File: src/rtl/sysmon_packet_rx.sv
// sysmon_packet_rx: UART 8N1 receiver and packet parser for the sysmon
// telemetry stream [0x1A][TEMP_H][TEMP_L][VCC_H][VCC_L][ALARM].
// The last good sample is presented on temp/vcc/alarm together with a
// one-cycle pkt_valid pulse.
// Optional build macro: SYSMON_RX_TIMEOUT_EN (inter-byte watchdog in COLLECT).
module sysmon_packet_rx #(
  parameter int unsigned CLK_FREQ      = 20000000,
  parameter int unsigned BAUD_RATE     = 125000,
  parameter int unsigned TIMEOUT_BYTES = 2
) (
  input  logic        clk,
  input  logic        rst_n,
  input  logic        rx_in,
  output logic [15:0] temp,
  output logic [15:0] vcc,
  output logic        alarm,
  output logic        pkt_valid,
  output logic        frame_err,
  output logic        pkt_err,
  output logic [15:0] pkt_count
);

  localparam int unsigned BIT_PERIOD  = CLK_FREQ / BAUD_RATE;
  localparam int unsigned HALF_PERIOD = BIT_PERIOD / 2;
  localparam int unsigned CNT_W       = $clog2(BIT_PERIOD);

  localparam logic [CNT_W-1:0] CNT_BIT_END  = CNT_W'(BIT_PERIOD - 1);
  localparam logic [CNT_W-1:0] CNT_HALF_END = CNT_W'(HALF_PERIOD - 1);

  localparam logic [7:0] HEADER = 8'h1A;

  // Byte FSM states
  localparam logic [2:0] RX_IDLE  = 3'd0;
  localparam logic [2:0] RX_START = 3'd1;
  localparam logic [2:0] RX_DATA  = 3'd2;
  localparam logic [2:0] RX_STOP  = 3'd3;
  localparam logic [2:0] RX_BREAK = 3'd4;

  // Parser states
  localparam logic [0:0] P_HUNT    = 1'b0;
  localparam logic [0:0] P_COLLECT = 1'b1;

  if (BIT_PERIOD < 4) begin : g_bad_bit_period
    $error("sysmon_packet_rx: BIT_PERIOD = CLK_FREQ/BAUD_RATE must be >= 4");
  end

  if (TIMEOUT_BYTES < 1) begin : g_bad_timeout
    $error("sysmon_packet_rx: TIMEOUT_BYTES must be >= 1");
  end

  logic             r_sync1;
  logic             r_sync2;
  logic             w_rx;

  logic [2:0]       r_state;
  logic [CNT_W-1:0] r_cnt;
  logic [2:0]       r_bit_idx;
  logic [7:0]       r_shift;

  logic             w_bit_end;
  logic             w_byte_done;
  logic             w_frame_evt;

  logic [0:0]       r_pstate;
  logic [2:0]       r_idx;
  logic [15:0]      r_sh_temp;
  logic [15:0]      r_sh_vcc;

  logic [15:0]      r_temp;
  logic [15:0]      r_vcc;
  logic             r_alarm;
  logic             r_pkt_valid;
  logic             r_frame_err;
  logic             r_pkt_err;
  logic [15:0]      r_pkt_count;

`ifdef SYSMON_RX_TIMEOUT_EN
  localparam int unsigned TO_CYCLES = TIMEOUT_BYTES * 10 * BIT_PERIOD;
  localparam int unsigned WD_W      = $clog2(TO_CYCLES + 1);
  localparam logic [WD_W-1:0] WD_END = WD_W'(TO_CYCLES - 1);

  logic [WD_W-1:0]  r_wdog;
  logic             w_timeout;
`endif

  // Two-flop synchroniser for the asynchronous serial line (idles high)
  always_ff @(posedge clk or negedge rst_n) begin
    if (!rst_n) begin
      r_sync1 <= 1'b1;
      r_sync2 <= 1'b1;
    end else begin
      r_sync1 <= rx_in;
      r_sync2 <= r_sync1;
    end
  end

  assign w_rx        = r_sync2;
  assign w_bit_end   = (r_cnt == CNT_BIT_END);
  // Stop-bit sample point: good stop completes the byte, low stop is a framing error
  assign w_byte_done = (r_state == RX_STOP) && w_bit_end &&  w_rx;
  assign w_frame_evt = (r_state == RX_STOP) && w_bit_end && !w_rx;

  // Byte FSM: start-bit qualification at mid-bit, then one sample per bit period
  always_ff @(posedge clk or negedge rst_n) begin
    if (!rst_n) begin
      r_state   <= RX_IDLE;
      r_cnt     <= '0;
      r_bit_idx <= '0;
      r_shift   <= '0;
    end else begin
      case (r_state)
        RX_IDLE: begin
          r_cnt <= '0;
          if (!w_rx) begin
            r_state <= RX_START;
          end
        end
        RX_START: begin
          if (r_cnt == CNT_HALF_END) begin
            r_cnt     <= '0;
            r_bit_idx <= '0;
            r_state   <= w_rx ? RX_IDLE : RX_DATA;
          end else begin
            r_cnt <= r_cnt + CNT_W'(1);
          end
        end
        RX_DATA: begin
          if (w_bit_end) begin
            r_cnt   <= '0;
            r_shift <= {w_rx, r_shift[7:1]};
            if (r_bit_idx == 3'd7) begin
              r_state <= RX_STOP;
            end else begin
              r_bit_idx <= r_bit_idx + 3'd1;
            end
          end else begin
            r_cnt <= r_cnt + CNT_W'(1);
          end
        end
        RX_STOP: begin
          if (w_bit_end) begin
            r_cnt   <= '0;
            r_state <= w_rx ? RX_IDLE : RX_BREAK;
          end else begin
            r_cnt <= r_cnt + CNT_W'(1);
          end
        end
        RX_BREAK: begin
          r_cnt <= '0;
          if (w_rx) begin
            r_state <= RX_IDLE;
          end
        end
        default: begin
          r_state <= RX_IDLE;
          r_cnt   <= '0;
        end
      endcase
    end
  end

  // Framing error pulse, aligned with the pkt_err it may cause
  always_ff @(posedge clk or negedge rst_n) begin
    if (!rst_n) begin
      r_frame_err <= 1'b0;
    end else begin
      r_frame_err <= w_frame_evt;
    end
  end

`ifdef SYSMON_RX_TIMEOUT_EN
  assign w_timeout = (r_pstate == P_COLLECT) && !w_byte_done && !w_frame_evt &&
                     (r_wdog == WD_END);

  // Watchdog: cycles since the last byte while collecting a payload
  always_ff @(posedge clk or negedge rst_n) begin
    if (!rst_n) begin
      r_wdog <= '0;
    end else if ((r_pstate == P_HUNT) || w_byte_done) begin
      r_wdog <= '0;
    end else begin
      r_wdog <= r_wdog + WD_W'(1);
    end
  end
`endif

  // Packet parser: header hunt, payload shadowing, atomic output update
  always_ff @(posedge clk or negedge rst_n) begin
    if (!rst_n) begin
      r_pstate    <= P_HUNT;
      r_idx       <= '0;
      r_sh_temp   <= '0;
      r_sh_vcc    <= '0;
      r_temp      <= '0;
      r_vcc       <= '0;
      r_alarm     <= 1'b0;
      r_pkt_valid <= 1'b0;
      r_pkt_err   <= 1'b0;
      r_pkt_count <= '0;
    end else begin
      r_pkt_valid <= 1'b0;
      r_pkt_err   <= 1'b0;
      case (r_pstate)
        P_HUNT: begin
          r_idx <= '0;
          if (w_byte_done && (r_shift == HEADER)) begin
            r_pstate <= P_COLLECT;
          end
        end
        P_COLLECT: begin
          if (w_frame_evt) begin
            r_pkt_err <= 1'b1;
            r_pstate  <= P_HUNT;
          end else if (w_byte_done) begin
            // A 0x1A here is payload data; only HUNT looks for the header
            case (r_idx)
              3'd0: r_sh_temp[15:8] <= r_shift;
              3'd1: r_sh_temp[7:0]  <= r_shift;
              3'd2: r_sh_vcc[15:8]  <= r_shift;
              3'd3: r_sh_vcc[7:0]   <= r_shift;
              default: begin
                if (r_shift[7:1] == 7'd0) begin
                  r_temp      <= r_sh_temp;
                  r_vcc       <= r_sh_vcc;
                  r_alarm     <= r_shift[0];
                  r_pkt_valid <= 1'b1;
                  r_pkt_count <= r_pkt_count + 16'd1;
                end else begin
                  r_pkt_err <= 1'b1;
                end
                r_pstate <= P_HUNT;
              end
            endcase
            r_idx <= r_idx + 3'd1;
          end
`ifdef SYSMON_RX_TIMEOUT_EN
          else if (w_timeout) begin
            r_pkt_err <= 1'b1;
            r_sh_temp <= '0;
            r_sh_vcc  <= '0;
            r_pstate  <= P_HUNT;
          end
`endif
        end
        default: begin
          r_pstate <= P_HUNT;
        end
      endcase
    end
  end

  assign temp      = r_temp;
  assign vcc       = r_vcc;
  assign alarm     = r_alarm;
  assign pkt_valid = r_pkt_valid;
  assign frame_err = r_frame_err;
  assign pkt_err   = r_pkt_err;
  assign pkt_count = r_pkt_count;

endmodule

File: config.mk
export PLATFORM = sky130hd
export DESIGN_NAME = sysmon_packet_rx
export DESIGN_NICKNAME = d
export VERILOG_FILES = /design/src/rtl/sysmon_packet_rx.sv
export SDC_FILE = /design/constraint.sdc
export NUM_CORES = 1
export LEC_CHECK = 0
export ABC_AREA = 1
export BUFFER_PORTS_ARGS = -buffer_cell sky130_fd_sc_hd__buf_2
export CORE_AREA = 2 2 131 133
export DETAILED_ROUTE_END_ITERATION = 16
export DIE_AREA = 0 0 133 135
export PLACE_DENSITY_LB_ADDON = 0.2
export REMOVE_ABC_BUFFERS = 1
export SKIP_CTS_REPAIR_TIMING = 1
export SYNTH_ARGS = -nofsm -noshare
export SYNTH_HDL_FRONTEND = slang
export SYNTH_SLANG_ARGS = --single-unit
File: constraint.sdc
create_clock -name clk -period 2.28 [get_ports clk]
set_input_delay 0.228 -clock clk [delete_from_list [all_inputs] [get_ports clk]]
set_output_delay 0.228 -clock clk [all_outputs]
set_load 0.005 [all_outputs]
==> results of run 1 <==
## through the flow
step	utilization	cells	hold slack (ps)	total power, mW
2_1_floorplan	-	548	-67.6	2.03
3_3_place_gp	0.330	828	257	2.08
5_1_grt	0.349	846	370	3.77
6_report	0.349	846	358	3.62
4_1_cts	0.348	844	-143	3.69
3_5_place_dp	0.330	828	259	2.08
## cell usage after synthesis, types with 2 or more instances
cell type / n / area [um^2]
nand2_1: 220 / 826
inv_1: 40 / 150
a21oi_1: 3 / 15.0
nand3_1: 26 / 130
inv_2: 3 / 11.3
ha_1: 9 / 113
xnor2_1: 2 / 17.5
buf_6: 3 / 33.8
nor2_4: 3 / 33.8
dfstp_2: 2 / 52.6
nand4_1: 15 / 93.8
buf_2: 8 / 40.0
nand2_2: 3 / 18.8
xor2_1: 9 / 78.8
o21ai_0: 18 / 90.1
o22ai_1: 2 / 12.5
nor3_1: 5 / 25.0
clkbuf_1: 2 / 7.51
nand3_2: 5 / 50.1
nor2_1: 35 / 131
o21ai_1: 32 / 160
dfrtp_1: 110 / 2750
## flip-flops by register name, indices dropped and copies added, names as in the netlist, 3 cells and up
name / cells
temp: 16
r_sh_temp: 16
r_cnt: 8
pkt_count: 16
r_shift: 8
r_state: 3
r_idx: 3
r_bit_idx: 3
vcc: 16
r_sh_vcc: 16
## worst min-delay path by stage
stage | startpoint | endpoint | slack (ps) | cells after the start
finish | r_sync1 | r_sync2 | 360 | 0
global route | r_sync1 | r_sync2 | 370 | 0
CTS | rst_n | r_sh_temp[3] | -140 | 1
detailed placement | rst_n | r_sh_vcc[13] | 260 | 1
global placement | rst_n | r_sh_vcc[13] | 260 | 1
floorplan | rst_n | alarm | -70 | 0
## layer usage
layer  wire (um)  global-route usage
met5           0                   0
met2        4890               0.209
met1        5080               0.166
met3         399              0.0372
met4         153              0.0382
## power by group
group	switching (mW)	total [mW]	internal, mW
sequential	0.00170	1.99	1.99
clock	0.781	1.58	0.798
combinational	0.0411	0.0502	0.00907
## cells in the final DEF (no fill, tap or decap), drive strengths merged
cell type    instances
a21oi                3
o31ai                1
clkbuf              10
nor3                 5
o22ai                2
o21ai               50
nand3b               1
dfstp                2
clkinvlp             1
nand3               31
xnor2                2
nand2              224
dfrtp              110
or2                  1
nor2                38
buf                 60
nand4               15
clkinv               3
inv                 47
xor2                 9
dlygate4sd3          2
ha                   9
## kinds of logic after synthesis
| kind of cell | after synthesis | share of synthesized area |
|---|---|---|
| buffers and inverters | 58 | 0.0522 |
| AND/OR/NAND/NOR | 315 | 0.273 |
| adder cells (fa/ha/maj) | 9 | 0.0230 |
| XOR/XNOR | 11 | 0.0197 |
| AO/OA/AOI/OAI | 56 | 0.0584 |
| flip-flops | 112 | 0.574 |
## cell type report
type | instances | area (um^2)
Multi-Input combinational cell | 391 | 1830
Timing Repair Buffer | 62 | 350
Clock inverter | 6 | 56.3
Inverter | 45 | 174
Tap cell | 220 | 275
Clock buffer | 10 | 239
Sequential cell | 112 | 2810
Fill cell | 1734 | 10700
==> results.json, run 1 <==
{
  "crit_fanout": 20,
  "areaGrowthSynthToFinish_pct": 17.2,
  "ir_drop_mv": 0.421,
  "die-area_mm2": 0.0180,
  "overflow": 0,
  "synth-main-ff-cell": "dfrtp_1",
  "ys_ff_latch": 112,
  "cp_top_family": "simple AND/OR/NAND/NOR gates",
  "portBuffers": 54,
  "grt_pass1_vias": 3735,
  "finalNetCount": 633,
  "drt-total-wl_um": 10500,
  "cts_root_buf": "clkbuf_16",
  "crit_cells": 8,
  "cpPeakStageDelay_ps": 580,
  "cp-endpoint": "temp[3]",
  "placed_area_mm2": 0.00541,
  "die_x_um": 133,
  "reg2reg_depth": 8,
  "grt_start_max_net_pins": 51,
  "cp_common_cell": "nand2_1",
  "cp_data_required_time_ps": 2530,
  "synth.cell_area_mm2": 0.00489,
  "die_h_um": 135,
  "setup_tns_ps": 0,
  "maxSlewHeadroom": 0.636,
  "pin_count": 55,
  "num_vias": 3736,
  "worstPathArrival_ps": 2110,
  "yosys.cell_types.count": 28,
  "critical_path.slowest_cell": "dfstp_2",
  "track_usage": 0.128,
  "syn_area_per_cell_um2": 8.71,
  "rows": 47,
  "synth_seq_area_share": 0.574,
  "critical_path_class": "register to register",
  "rsz0062_at_grt": "no",
  "fin_area_mm2": 0.00573,
  "setup_violations": 0,
  "cts_max_level": 3,
  "drt_iter0_markers": 173,
  "regToRegSetupSlack_ps": 420,
  "startpoint": "r_sync2",
  "dp_hpwl_um": 7310,
  "clkLatencyLatePin_ps": 360,
  "core_mm2": 0.0164,
  "yosys_warnings": 0,
  "startpoint_type": "register",
  "p_leak_nw": 2.93,
  "async_flop_share": 1.00,
  "final_antenna_net_count": 0,
  "clock.fmax_mhz": 538,
  "clkTransAtPathRegs_ps": 70,
  "cts_tree": "done",
  "drive_gt1_frac": 0.152,
  "synth_edf_count": 0,
  "hp-class": "register to register",
  "wire_per_inst_um": 12.4,
  "fin_ws_ps": 422,
  "period_share": 0.815,
  "synthCells": 561,
  "hold_violations": 0,
  "cts_buffer_depth": 2,
  "viasPerCell": 4.42,
  "drc": 0,
  "dr.pass1.iters": 4,
  "drv_slew": 0,
  "cts_buffers": 9,
  "path_cells": "inv_1, nor2_1, nand3_2, nor2_4, nand2_4, buf_4, nand2_1, nand2_1",
  "antenna_found_initial": 0,
  "r2r-start": "r_sync2",
  "fin_skew_ps": 12.0,
  "clkSinkCount": 112,
  "gp_congestion": 0.812,
  "setup.worst_path.end_class": "register",
  "outcome": "finished, final reports clean",
  "tightest_slew_ps": 547,
  "power_density_mw_per_mm2": 632,
  "period_minus_slack_ps": 1860,
  "critPathBufInv": 2,
  "diodes": 0,
  "worstReg2RegEnd": "temp[3]",
  "start_util": 0.298,
  "grt_pass1_wl_um": 18400,
  "dp_slack_ps": 405,
  "cap_violations": 0
}
(Power assumes the default switching activity.)
==> inputs of run 2 (changes only) <==
Clock period 2.28 ns to 1.73 ns, I/O delays scaled along.
==> run 2 against run 1 <==
Net effect: first-iteration DRC count down 4.6%; clock power up 33%; worst setup slack worse by 350 ps; sequential power up 32%; register-to-register slack worse by 350 ps; die area unchanged; largest power group unchanged; worst hold slack worse by 14 ps.
==> results.json, run 2 (same netlist as run 1, synthesis figures left out) <==
{
  "wire_per_inst_um": 13.1,
  "die-area_mm2": 0.0180,
  "drt-total-wl_um": 11300,
  "hp-class": "input pin to async pin",
  "rsz0062_at_grt": "yes",
  "period_minus_slack_ps": 1650,
  "critical_path_class": "register to register",
  "dp_hpwl_um": 7480,
  "dr.pass1.iters": 4,
  "gp_congestion": 0.776,
  "clkTransAtPathRegs_ps": 70,
  "track_usage": 0.129,
  "cts_root_buf": "clkbuf_16",
  "die_h_um": 135,
  "tightest_slew_ps": 564,
  "start_util": 0.298,
  "drc": 0,
  "overflow": 0,
  "drive_gt1_frac": 0.187,
  "wl_met3_um": 453,
  "worstPathArrival_ps": 1900,
  "dp_slack_ps": -15.9,
  "final_cell_mix": "nand2_1 (219), dfrtp_1 (110), buf_2 (53), inv_1 (39), o21ai_1 (33)",
  "finalPower_mw": 4.80,
  "cts_buffer_depth": 2,
  "ir_drop_mv": 0.446,
  "outcome": "finished, final reports clean",
  "holdWs_ps": 343,
  "highest_layer": "met4",
  "cp_data_required_time_ps": 1980,
  "cts_max_level": 3,
  "cts_buffers": 9,
  "power_density_mw_per_mm2": 797,
  "final_common_cell": "nand2_1",
  "num_vias": 3847,
  "viasPerCell": 4.44,
  "p_leak_nw": 3.08,
  "finalNetCount": 653,
  "startpoint_type": "register",
  "maxSlewHeadroom": 0.623,
  "diodes": 0,
  "clkLatencyLatePin_ps": 350,
  "rows": 47,
  "pin_count": 55,
  "areaGrowthSynthToFinish_pct": 23.3,
  "grt_pass1_wl_um": 18600,
  "core_mm2": 0.0164,
  "clkSinkCount": 112,
  "drv_slew": 0,
  "regToRegSetupSlack_ps": 80,
  "wl_met2_um": 5260,
  "period_share": 0.957,
  "final_antenna_net_count": 0,
  "portBuffers": 54,
  "antenna_found_initial": 0,
  "setup_violations": 0,
  "hold_violations": 0,
  "grt_start_max_net_pins": 40,
  "drt_iter0_markers": 165,
  "die_x_um": 133,
  "clock.fmax_mhz": 604,
  "cts_tree": "done",
  "crit_fanout": 9,
  "setup.worst_path.end_class": "register",
  "fin_skew_ps": 9.62,
  "fin_ws_ps": 75.2,
  "cap_violations": 0,
  "drt-met1-wl_um": 5500,
  "grt_pass1_vias": 3820
}
## run 2: layer usage
metal / GRT usage / vias up
li1: - / 1945
met1: 0.170 / 1823
met2: 0.210 / 71
met3: 0.0368 / 8
met4: 0.0341 / 0
met5: 0 / -
## run 2: critical path, stage by stage (launching register included)
cell	delay [ps]
dfrtp_1	350
ha_2	200
nand3_2	100
nor2_4	190
nand3_2	120
nor2_4	130
nand2_4	140
clkbuf_16	200
nand2_1	70
nand2_1	50
## run 2: path summary, 6_finish.rpt
path                            endpoint     start  cells past startpoint
setup reg to reg                  vcc[4]  r_cnt[0]                      9
min in group clk                 r_sync2   r_sync1                      0
hold reg to reg                  r_sync2   r_sync1                      0
max in group asynchronous  pkt_count[14]     rst_n                      3
setup / recovery                  vcc[4]  r_cnt[0]                      9
hold / removal                 pkt_valid     rst_n                      2
## run 2: cell type report
cell class	count	area, um^2
Fill cell	1715	10400
Sequential cell	112	2810
Multi-Input combinational cell	392	1880
Timing Repair Buffer	81	582
Tap cell	220	275
Clock buffer	11	233
Inverter	45	184
Clock inverter	5	63.8
## run 2: per-stage QoR
stage	utilization	setup TNS, ps	instance area, um^2	std cells
after floorplan	-	-1470	4810	548
after global routing	0.367	-1150	6030	866
after global placement	0.340	0	5580	844
after detailed placement	0.340	-18.9	5580	844
final	0.367	0	6030	866
after CTS	0.358	-34.6	5880	860
## run 2: report_power, final
| group | total, mW | internal (mW) | switching (mW) |
|---|---|---|---|
| Sequential | 2.62 | 2.62 | 0.000794 |
| Combinational | 0.0759 | 0.0179 | 0.0580 |
| Clock | 2.10 | 1.14 | 0.964 |
| Total | 4.80 | 3.78 | 1.02 |
==> inputs of run 3 (changes only) <==
Settings changed: PLACE_DENSITY from default to 0.47, PLACE_DENSITY_LB_ADDON 0.2 to default.
==> run 3 against run 2 <==
Net effect: combinational power fell by 2.6%; power up 1.6%; flip-flop and latch count stayed put; largest cell class unchanged; highest routed layer unchanged.
==> results.json, run 3 (same netlist as run 1, synthesis figures left out) <==
{
  "maxSlewHeadroom": 0.660,
  "cts_tree": "done",
  "pin_count": 55,
  "finalPower_mw": 4.88,
  "outcome": "finished, final reports clean",
  "final_cells": 865,
  "track_usage": 0.129,
  "fin_ws_ps": 93.3,
  "setup_violations": 0,
  "die-area_mm2": 0.0180,
  "worstReg2RegEnd": "vcc[7]",
  "gp_congestion": 0.828,
  "drt_iter0_markers": 120,
  "crit_fanout": 36,
  "drv_slew": 0,
  "startpoint_type": "register",
  "antenna_found_initial": 0,
  "die_h_um": 135,
  "period_share": 0.946,
  "core_mm2": 0.0164,
  "worstPathArrival_ps": 1880,
  "final_cell_mix": "nand2_1 (218), dfrtp_1 (110), buf_2 (53), inv_1 (39), o21ai_1 (33)",
  "placedCellCount": 841,
  "clock.fmax_mhz": 611,
  "cts_buffer_depth": 2,
  "fin_skew_ps": 9.32,
  "fin_area_mm2": 0.00602,
  "num_vias": 3822,
  "clkSinkCount": 112,
  "dr.pass1.iters": 4,
  "clkTransAtPathRegs_ps": 80,
  "start_util": 0.298,
  "drive_gt1_frac": 0.194,
  "grt_pass1_wl_um": 18600,
  "cts_max_level": 3,
  "cap_violations": 0,
  "portBuffers": 54,
  "ir_drop_mv": 0.435,
  "fillers": 1719,
  "wire_per_inst_um": 12.6,
  "setup.worst_path.end_class": "register",
  "grt_pass1_vias": 3833,
  "drt-total-wl_um": 10900,
  "cp_data_required_time_ps": 1970,
  "overflow": 0,
  "viasPerCell": 4.42,
  "cts_root_buf": "clkbuf_16",
  "finalNetCount": 652,
  "placed_area_mm2": 0.00555,
  "drc": 0,
  "power_density_mw_per_mm2": 809,
  "r2r-start": "r_cnt[0]",
  "die_x_um": 133,
  "critical_path_class": "register to register",
  "period_minus_slack_ps": 1640,
  "rsz0062_at_grt": "yes",
  "hold_violations": 0,
  "final_antenna_net_count": 0,
  "finish.utilization": 0.367,
  "dp_slack_ps": -75.7,
  "reg2reg_depth": 9,
  "hp-class": "input pin to async pin",
  "regToRegSetupSlack_ps": 90,
  "final_common_cell": "nand2_1",
  "diodes": 0,
  "p_leak_nw": 3.05,
  "rows": 47,
  "grt_start_max_net_pins": 44,
  "dp_hpwl_um": 7360,
  "clkLatencyLatePin_ps": 360,
  "tightest_slew_ps": 510,
  "holdWs_ps": 298,
  "cts_buffers": 9,
  "setup_tns_ps": 0,
  "areaGrowthSynthToFinish_pct": 23.2
}
## run 3: layer usage
layer  routed length [um]  global-route usage
met1                 5370               0.173
met2                 5090               0.207
met3                  342              0.0330
met4                  133              0.0352
met5                    0                   0
## run 3: area by class of cell
type | count | area [um^2] | area share
Multi-Input combinational cell | 393 | 1930 | 0.320
Sequential cell | 112 | 2810 | 0.466
Clock inverter | 7 | 86.3 | 0.0143
Tap cell | 220 | 275 | 0.0457
Clock buffer | 9 | 225 | 0.0374
Inverter | 45 | 189 | 0.0314
Timing Repair Buffer | 79 | 515 | 0.0856
## run 3: critical path: stages (launching register included)
cell	delay, ps
dfrtp_1	400
ha_4	170
nand3_2	90
nor2_4	170
nand3_2	120
nor2_4	150
nand2_4	100
buf_12	170
nand2_1	80
nand2_1	50
## run 3: worst max path at each step
stage | endpoint | depth (start not counted) | slack (ps) | from
2_1_floorplan | pkt_count[0] | 9 | -40 | r_cnt[0]
3_5_place_dp | r_sh_temp[2] | 8 | -80 | r_cnt[0]
4_1_cts | r_sh_temp[2] | 8 | -90 | r_cnt[0]
3_3_place_gp | r_sh_temp[12] | 8 | -10 | r_cnt[0]
6_report | vcc[7] | 9 | 90 | r_cnt[0]
5_1_grt | r_sh_vcc[15] | 9 | -20 | r_cnt[0]
## run 3: power breakdown
| part | switching [mW] | leakage, nW | internal [mW] |
|---|---|---|---|
| Clock | 1.02 | 0.155 | 1.16 |
| Combinational | 0.0573 | 1.35 | 0.0166 |
| Sequential | 0.000918 | 1.54 | 2.62 |
